## config.mk

```make
export PLATFORM = sky130hd
export DESIGN_NAME = psum_acc
export DESIGN_NICKNAME = d
export VERILOG_FILES = /design/src/rtl/psum_pkg.sv /design/src/rtl/psum_acc_adder2.sv /design/src/rtl/psum_acc.sv
export SDC_FILE = /design/constraint.sdc
export NUM_CORES = 1
export LEC_CHECK = 0
export ABC_AREA = 1
export CELL_PAD_IN_SITES_DETAIL_PLACEMENT = 0
export CELL_PAD_IN_SITES_GLOBAL_PLACEMENT = 1
export CORE_ASPECT_RATIO = 1.5
export CORE_MARGIN = 10
export CORE_UTILIZATION = 40
export DETAILED_ROUTE_END_ITERATION = 8
export PLACE_DENSITY_LB_ADDON = 0.1
export SLEW_MARGIN = 0
export SYNTH_ARGS = -nofsm -noshare
export SYNTH_HDL_FRONTEND = slang
export SYNTH_SLANG_ARGS = --single-unit
```

## constraint.sdc

```tcl
create_clock -name clk -period 2.7 [get_ports clk]
set_input_delay 0.27 -clock clk [delete_from_list [all_inputs] [get_ports clk]]
set_output_delay 0.27 -clock clk [all_outputs]
set_load 0.005 [all_outputs]
```

## src/rtl/psum_pkg.sv

```systemverilog
// psum_pkg: shared types and constants for the partial-sum accumulator.
// Optional feature macro: PSUM_SAT_EN (signed-saturating adds, sat_flag port).
package psum_pkg;

    localparam int DATA_BITWIDTH = 16;
    localparam int CNT_BITWIDTH  = 8;

    // Saturation limits for the signed result
    localparam logic [DATA_BITWIDTH-1:0] SAT_MAX =
        {1'b0, {(DATA_BITWIDTH-1){1'b1}}};
    localparam logic [DATA_BITWIDTH-1:0] SAT_MIN =
        {1'b1, {(DATA_BITWIDTH-1){1'b0}}};

    typedef enum logic [1:0] {
        IDLE = 2'd0,
        ACC  = 2'd1,
        HOLD = 2'd2
    } state_t;

endpackage

```

## src/rtl/psum_acc_adder2.sv

```systemverilog
// adder2: plain two-input wrapping adder shared by the accumulator.
// Overflow handling lives in the caller.
module adder2 #(
    parameter int W = 16
) (
    input  logic [W-1:0] left,
    input  logic [W-1:0] right,
    output logic [W-1:0] sum
);

    // Modulo-2^W sum
    always_comb begin
        sum = left + right;
    end

endmodule

```

## src/rtl/psum_acc.sv

```systemverilog
// psum_acc: reduces every cfg_len accepted beats into one result, valid/ready on both sides.
// Optional feature macro: PSUM_SAT_EN (signed saturation plus sat_flag output).
module psum_acc
    import psum_pkg::*;
#(
    parameter int DATA_BITWIDTH = psum_pkg::DATA_BITWIDTH,
    parameter int CNT_BITWIDTH  = psum_pkg::CNT_BITWIDTH
) (
    input  logic                     clk,
    input  logic                     rst_n,
    input  logic [CNT_BITWIDTH-1:0]  cfg_len,
    input  logic                     in_valid,
    output logic                     in_ready,
    input  logic [DATA_BITWIDTH-1:0] in_data,
    output logic                     out_valid,
    input  logic                     out_ready,
    output logic [DATA_BITWIDTH-1:0] out_data,
    output logic                     busy
`ifdef PSUM_SAT_EN
    ,
    output logic                     sat_flag
`endif
);

    state_t                    state_q, state_d;
    logic [DATA_BITWIDTH-1:0]  acc_q, acc_d;
    logic [CNT_BITWIDTH-1:0]   cnt_q, cnt_d;
    logic [CNT_BITWIDTH-1:0]   len_q, len_d;
    logic [DATA_BITWIDTH-1:0]  sum_raw;
    logic [DATA_BITWIDTH-1:0]  acc_sum;
    logic [CNT_BITWIDTH-1:0]   cnt_inc;
    logic [CNT_BITWIDTH-1:0]   len_eff;
    logic                      accept;

    adder2 #(
        .W(DATA_BITWIDTH)
    ) u_adder2 (
        .left (acc_q),
        .right(in_data),
        .sum  (sum_raw)
    );

`ifdef PSUM_SAT_EN
    logic sat_q, sat_d;
    logic ovf;

    // Signed overflow: equal operand signs, result sign differs
    always_comb begin
        ovf = (acc_q[DATA_BITWIDTH-1] == in_data[DATA_BITWIDTH-1]) &&
              (sum_raw[DATA_BITWIDTH-1] != acc_q[DATA_BITWIDTH-1]);
        if (ovf) begin
            acc_sum = acc_q[DATA_BITWIDTH-1] ? SAT_MIN : SAT_MAX;
        end else begin
            acc_sum = sum_raw;
        end
    end
`else
    // Wrap-around accumulation straight from the adder
    always_comb begin
        acc_sum = sum_raw;
    end
`endif

    // Handshake decode from registered state only
    always_comb begin
        in_ready  = (state_q != HOLD);
        out_valid = (state_q == HOLD);
        out_data  = acc_q;
        busy      = (state_q != IDLE);
        accept    = in_valid && in_ready;
        cnt_inc   = cnt_q + CNT_BITWIDTH'(1);
        len_eff   = (cfg_len == '0) ? CNT_BITWIDTH'(1) : cfg_len;
    end

`ifdef PSUM_SAT_EN
    // Sticky saturation indicator is only exposed with the result
    always_comb begin
        sat_flag = (state_q == HOLD) && sat_q;
    end
`endif

    // Next-state for group sequencing and accumulation
    always_comb begin
        state_d = state_q;
        acc_d   = acc_q;
        cnt_d   = cnt_q;
        len_d   = len_q;
`ifdef PSUM_SAT_EN
        sat_d   = sat_q;
`endif
        unique case (state_q)
            IDLE: begin
                if (accept) begin
                    acc_d = in_data;
                    cnt_d = CNT_BITWIDTH'(1);
                    len_d = len_eff;
`ifdef PSUM_SAT_EN
                    sat_d = 1'b0;
`endif
                    if (len_eff == CNT_BITWIDTH'(1)) begin
                        state_d = HOLD;
                    end else begin
                        state_d = ACC;
                    end
                end
            end
            ACC: begin
                if (accept) begin
                    acc_d = acc_sum;
                    cnt_d = cnt_inc;
`ifdef PSUM_SAT_EN
                    sat_d = sat_q || ovf;
`endif
                    if (cnt_inc == len_q) begin
                        state_d = HOLD;
                    end
                end
            end
            HOLD: begin
                if (out_ready) begin
                    state_d = IDLE;
                end
            end
            default: begin
                state_d = IDLE;
            end
        endcase
    end

    // State registers; reset drops any partial group
    always_ff @(posedge clk or negedge rst_n) begin
        if (!rst_n) begin
            state_q <= IDLE;
            acc_q   <= '0;
            cnt_q   <= '0;
            len_q   <= CNT_BITWIDTH'(1);
        end else begin
            state_q <= state_d;
            acc_q   <= acc_d;
            cnt_q   <= cnt_d;
            len_q   <= len_d;
        end
    end

`ifdef PSUM_SAT_EN
    // Sticky saturation register
    always_ff @(posedge clk or negedge rst_n) begin
        if (!rst_n) begin
            sat_q <= 1'b0;
        end else begin
            sat_q <= sat_d;
        end
    end
`endif

endmodule

```

; Yosys cells after proc, flatten, opt, wreduce, memory -nomap -nowiden
; Cells that the tools add are included.
[word_totals]
reg_bits = 34
word_cells = 36
out_inout_bits = 19
[classes]
addsub = 2
mux = 13
n_eq_ne = 9
reduce_logical = 8
[ops]
columns = operator, n
row1 = two-way mux 16 bit, 2
row2 = case mux 16 bit (2 select lines), 1
row3 = two-way mux 8 bit, 3
row4 = adder 16 bit, 1
row5 = case mux 8 bit (2 select lines), 1
row6 = two-way mux 2 bit, 5
row7 = "adder 8 x 1 -> 8 bit, second input constant", 1
row8 = "equality test 8 x 1 -> 1 bit, second input constant", 1
row9 = equality test 8 bit, 1
row10 = logical NOT 8 bit, 1
row11 = "!= test 2 bit, second input constant", 4
row12 = case mux 2 bit (3 select lines), 1
row13 = AND reduction 4 bit, 1
row14 = nonzero test 2 bit, 2
row15 = AND reduction 3 bit, 1
row16 = "equality test 2 x 1 -> 1 bit, second input constant", 1
row17 = "equality test 2 bit, second input constant", 1
row18 = logical NOT 2 bit, 1
row19 = "!= test 2 x 1 -> 1 bit, second input constant", 1
row20 = AND reduction 2 bit, 1
row21 = logical AND 1 bit, 1

; Depth between registers and ports, before layout
[depth]
ltp_word = 6
depth_mapped = 14
mapped_depth_nobuf = 14

; Cells and area by module
; From an unflattened synthesis, not the netlist that was laid out.
[unflattened]
cells_unflattened = 426
area_unflattened_um2 = 2757.6
[by_module_without_submodules]
columns = mod, n_inst, seq_area_each_um2, cells_per_inst, area_each_um2
row1 = psum_acc, 1, 852.1, 250, 1829.3
row2 = adder2, 1, 0.0, 176, 928.4

; Worst setup path after synthesis
; OpenSTA, ideal clock, no wires.
[synth_path]
kind = register to register
from = register acc_q[0] (netlist: out_data[0])
to = register acc_q[10] (netlist: out_data[10])
period_less_slack_ns = 1.819
required_ns = 2.577
n_path_buf = 0
path_slack_ns = 0.881
path_stages_with_launch = 12
t_arrival_ns = 1.696
cell_sequence = dfrtp_1 > ha_1 > fa_1 > nand2_1 > nand3_1 > nand3_1 > nand2_1 > nand2_1 > nand2_1 > xor2_1 > o21ai_0 > nand2_1
[synth_via]
elab_chain_len = 3
[synth_rtl]
columns = element, line
row1 = start: declaration, psum_acc.sv:26  ; logic [DATA_BITWIDTH-1:0] acc_q, acc_d;
row2 = start signal: assignment, psum_acc.sv:134  ; acc_q <= '0;
row3 = start signal: assignment, psum_acc.sv:139  ; acc_q <= acc_d;
row4 = adder 16 bit, psum_acc_adder2.sv:13  ; sum = left + right;
row5 = two-way mux 16 bit, psum_acc.sv:108  ; if (accept) begin
row6 = case mux 16 bit (2 select lines), psum_acc.sv:91  ; unique case (state_q)
; Every way passes these cells. The select of a mux whose other input is x is not followed.
; A chain may end at the register's enable or synchronous reset.

; Worst setup path after layout
[layout_path]
from = input in_data[0]
to = register acc_q[12] (netlist: out_data[12])
[layout_via]
elab_chain_len = 3
[layout_rtl]
columns = element, line
row1 = start: declaration, psum_acc.sv:14  ; input logic [DATA_BITWIDTH-1:0] in_data,
row2 = adder 16 bit, psum_acc_adder2.sv:13
row3 = two-way mux 16 bit, psum_acc.sv:108
row4 = case mux 16 bit (2 select lines), psum_acc.sv:91
; Every way passes these cells. The select of a mux whose other input is x is not followed.

==> flow_summary.ini <==
[status]
status = finished, final reports clean

[setup_path]
endpoint_kind = register
ff2ff_path_depth = 14
worstReg2RegEnd = out_data[12]
cp-startpoint = in_data[0]
worstPathRequired_ns = 2.88
reg2reg_slack_ns = 0.68
rr_startpoint = out_data[0]
crit_arrival_ns = 2.22
cp_max_fo = 3
worstSetupPathType = in2reg
startpoint_type = input port

[layout]
final_nets = 497
area_growth_pct = 24.9
fillers = 679
drive_gt1_share_pct = 5.74
design_area_um2 = 3300
final_util_pct = 51.2
finalNonFillerCells = 529
antennaDiodeCount = 0

[global_route]
grt_overflow_total = 0
antenna_found_initial = 0
grt_max_degree = 35
grt_pass1_vias = 2707
grt_first_pass_wirelength_um = 12700
grt_use_total_pct = 15.1

[synth]
synth_cells = 400
ys_ff_latch = 34
yosysTopAreaCell = dfrtp_1
avgSynthCellArea_um2 = 6.60
synth.yosys.seq_area_share_pct = 32.3
synth-async-reset-ratio_pct = 100
ys.warnings.count = 0
synth_most_common_cell = nand2_1
netlist_area_um2 = 2640
synth.area.top_cells = dfrtp_1 (31%), nand2_1 (17%), inv_1 (8.4%)
synth_top_area_share_pct = 31.3
synth_nets = 445
synth_edf_count = 0
synthDistinctLibCells = 32
synth_commonest_cells = nand2_1 (121), inv_1 (59), nand3_1 (42), nor2_1 (35), dfrtp_1 (33)
ys.flop_type = dfrtp_1

[sta]
clock_skew_ns = 0.00236
fmax_mhz = 489
finalHoldViolations = 0
hold_ws_ns = 0.403
min_period_ns = 2.05
max-slew-margin-rel_pct = 58.9
grt_setup_unrepaired = false
setup_violations = 0
worst_pin_slew_ns = 0.616
fin_crit_sh_pct = 75.7
fin_ws_ns = 0.655
setup_tns_ns = 0
drv_slew = 0

[hold_path]
hold_class = in2async

[clock_tree]
clk_pin_slew_ns = 0.07
numClockSinks = 34
cts_resized = 0
cts_tree = done
cts_buffers = 5
cts.path.max_buffers = 2
htreeDepth = 2
clkLatencyLatePin_ns = 0.28
cts_hold_buf = 0
post_cts_buffers = 0
cts_root_buf = clkbuf_8

[die]
core_um2 = 6440
row_count = 36
io_pins = 47
fp.dieH_um = 120
die_w_um = 86.4
dieArea_um2 = 10300
initial_core_util_pct = 41.0

[placement]
place_area_um2 = 3210
dpl.hpwl_um = 5740
numPortBuffers = 46
dp_cells = 521
dp_slack_ns = 0.345
gp_congestion = 0.844

[pwr]
power_mw = 3.34
power_leakage_nw = 1.67
powerDensity_nw_per_um2 = 1010
ir_worst_vdd_mv = 0.469

[drt]
drtPass1Iterations = 4
viasPerCell = 4.96
via_count = 2624
drtIter0Drc = 82
routed_wl_um = 7430
ant_nets = 0
drc_errors = 0
post_drt_wl_per_cell_um = 14.0

[run]
maxCapViolCount = 0
flip-flops by register name (all words and copies together) (netlist names):
signal,flops
out_data,16
cnt_q,8
len_q,8
state_q,2
cells in the final DEF (no fill, tap or decap), types with 4 or more instances in the layout:
| cell type | count |
|---|---|
| buf_4 | 5 |
| ha_1 | 16 |
| a21oi_1 | 16 |
| xor2_1 | 5 |
| o21ai_0 | 29 |
| clkdlybuf4s50_1 | 46 |
| dfrtp_1 | 33 |
| o21bai_1 | 4 |
| nor2_4 | 5 |
| inv_1 | 59 |
| nand3_1 | 42 |
| inv_2 | 4 |
| nand2_1 | 121 |
| nor2_1 | 35 |
| clkbuf_8 | 6 |
power by group:
part | internal (mW) | switching (mW)
Clock | 0.206 | 0.200
Combinational | 0.882 | 1.10
Sequential | 0.724 | 0.225
cells by family after synthesis:
| kind of cell | synth area share, % |
|---|---|
| compound gates | 12.3 |
| fa+ha+maj | 8.34 |
| simple gates | 34.8 |
| buf+inv | 9.99 |
| xor+xnor | 2.32 |
| flops | 32.3 |
layer usage:
metal / global-route usage [%] / wire length (µm)
met1: 15.3 / 2930
met2: 29.1 / 4090
met3: 2.91 / 258
met4: 4.98 / 142
met5: 0 / 0
layout make-up:
class                           instances  area (µm²)  share of cell area [%]
Inverter                               63         236                    7.17
Sequential cell                        34         852                    25.8
Tap cell                               76        95.1                    2.88
Clock inverter                          1        5.00                   0.152
Multi-Input combinational cell        297        1530                    46.2
Timing Repair Buffer                   51         498                    15.1
Clock buffer                            7        86.3                    2.62
worst max path at each step:
stage | cells past startpoint | to | slack (ns)
floorplan | 11 | out_data[10] | 0.88
global placement | 15 | out_data[12] | 0.36
detailed placement | 15 | out_data[12] | 0.34
CTS | 3 | busy | 0.65
global route | 15 | out_data[12] | 0.45
finish | 15 | out_data[12] | 0.65
critical path, stage by stage:
cell,delay [ns]
clkdlybuf4s50_1,0.43
ha_1,0.23
fa_1,0.38
nand2_1,0.10
nand3_1,0.09
nand3_1,0.08
nand2_1,0.11
nand2_1,0.09
nand2_1,0.08
nand2_1,0.09
nand2_1,0.05
nand2_1,0.05
nand3_1,0.06
nand2_1,0.06
nand2_1,0.05
Power figures use the tool's default switching activity.
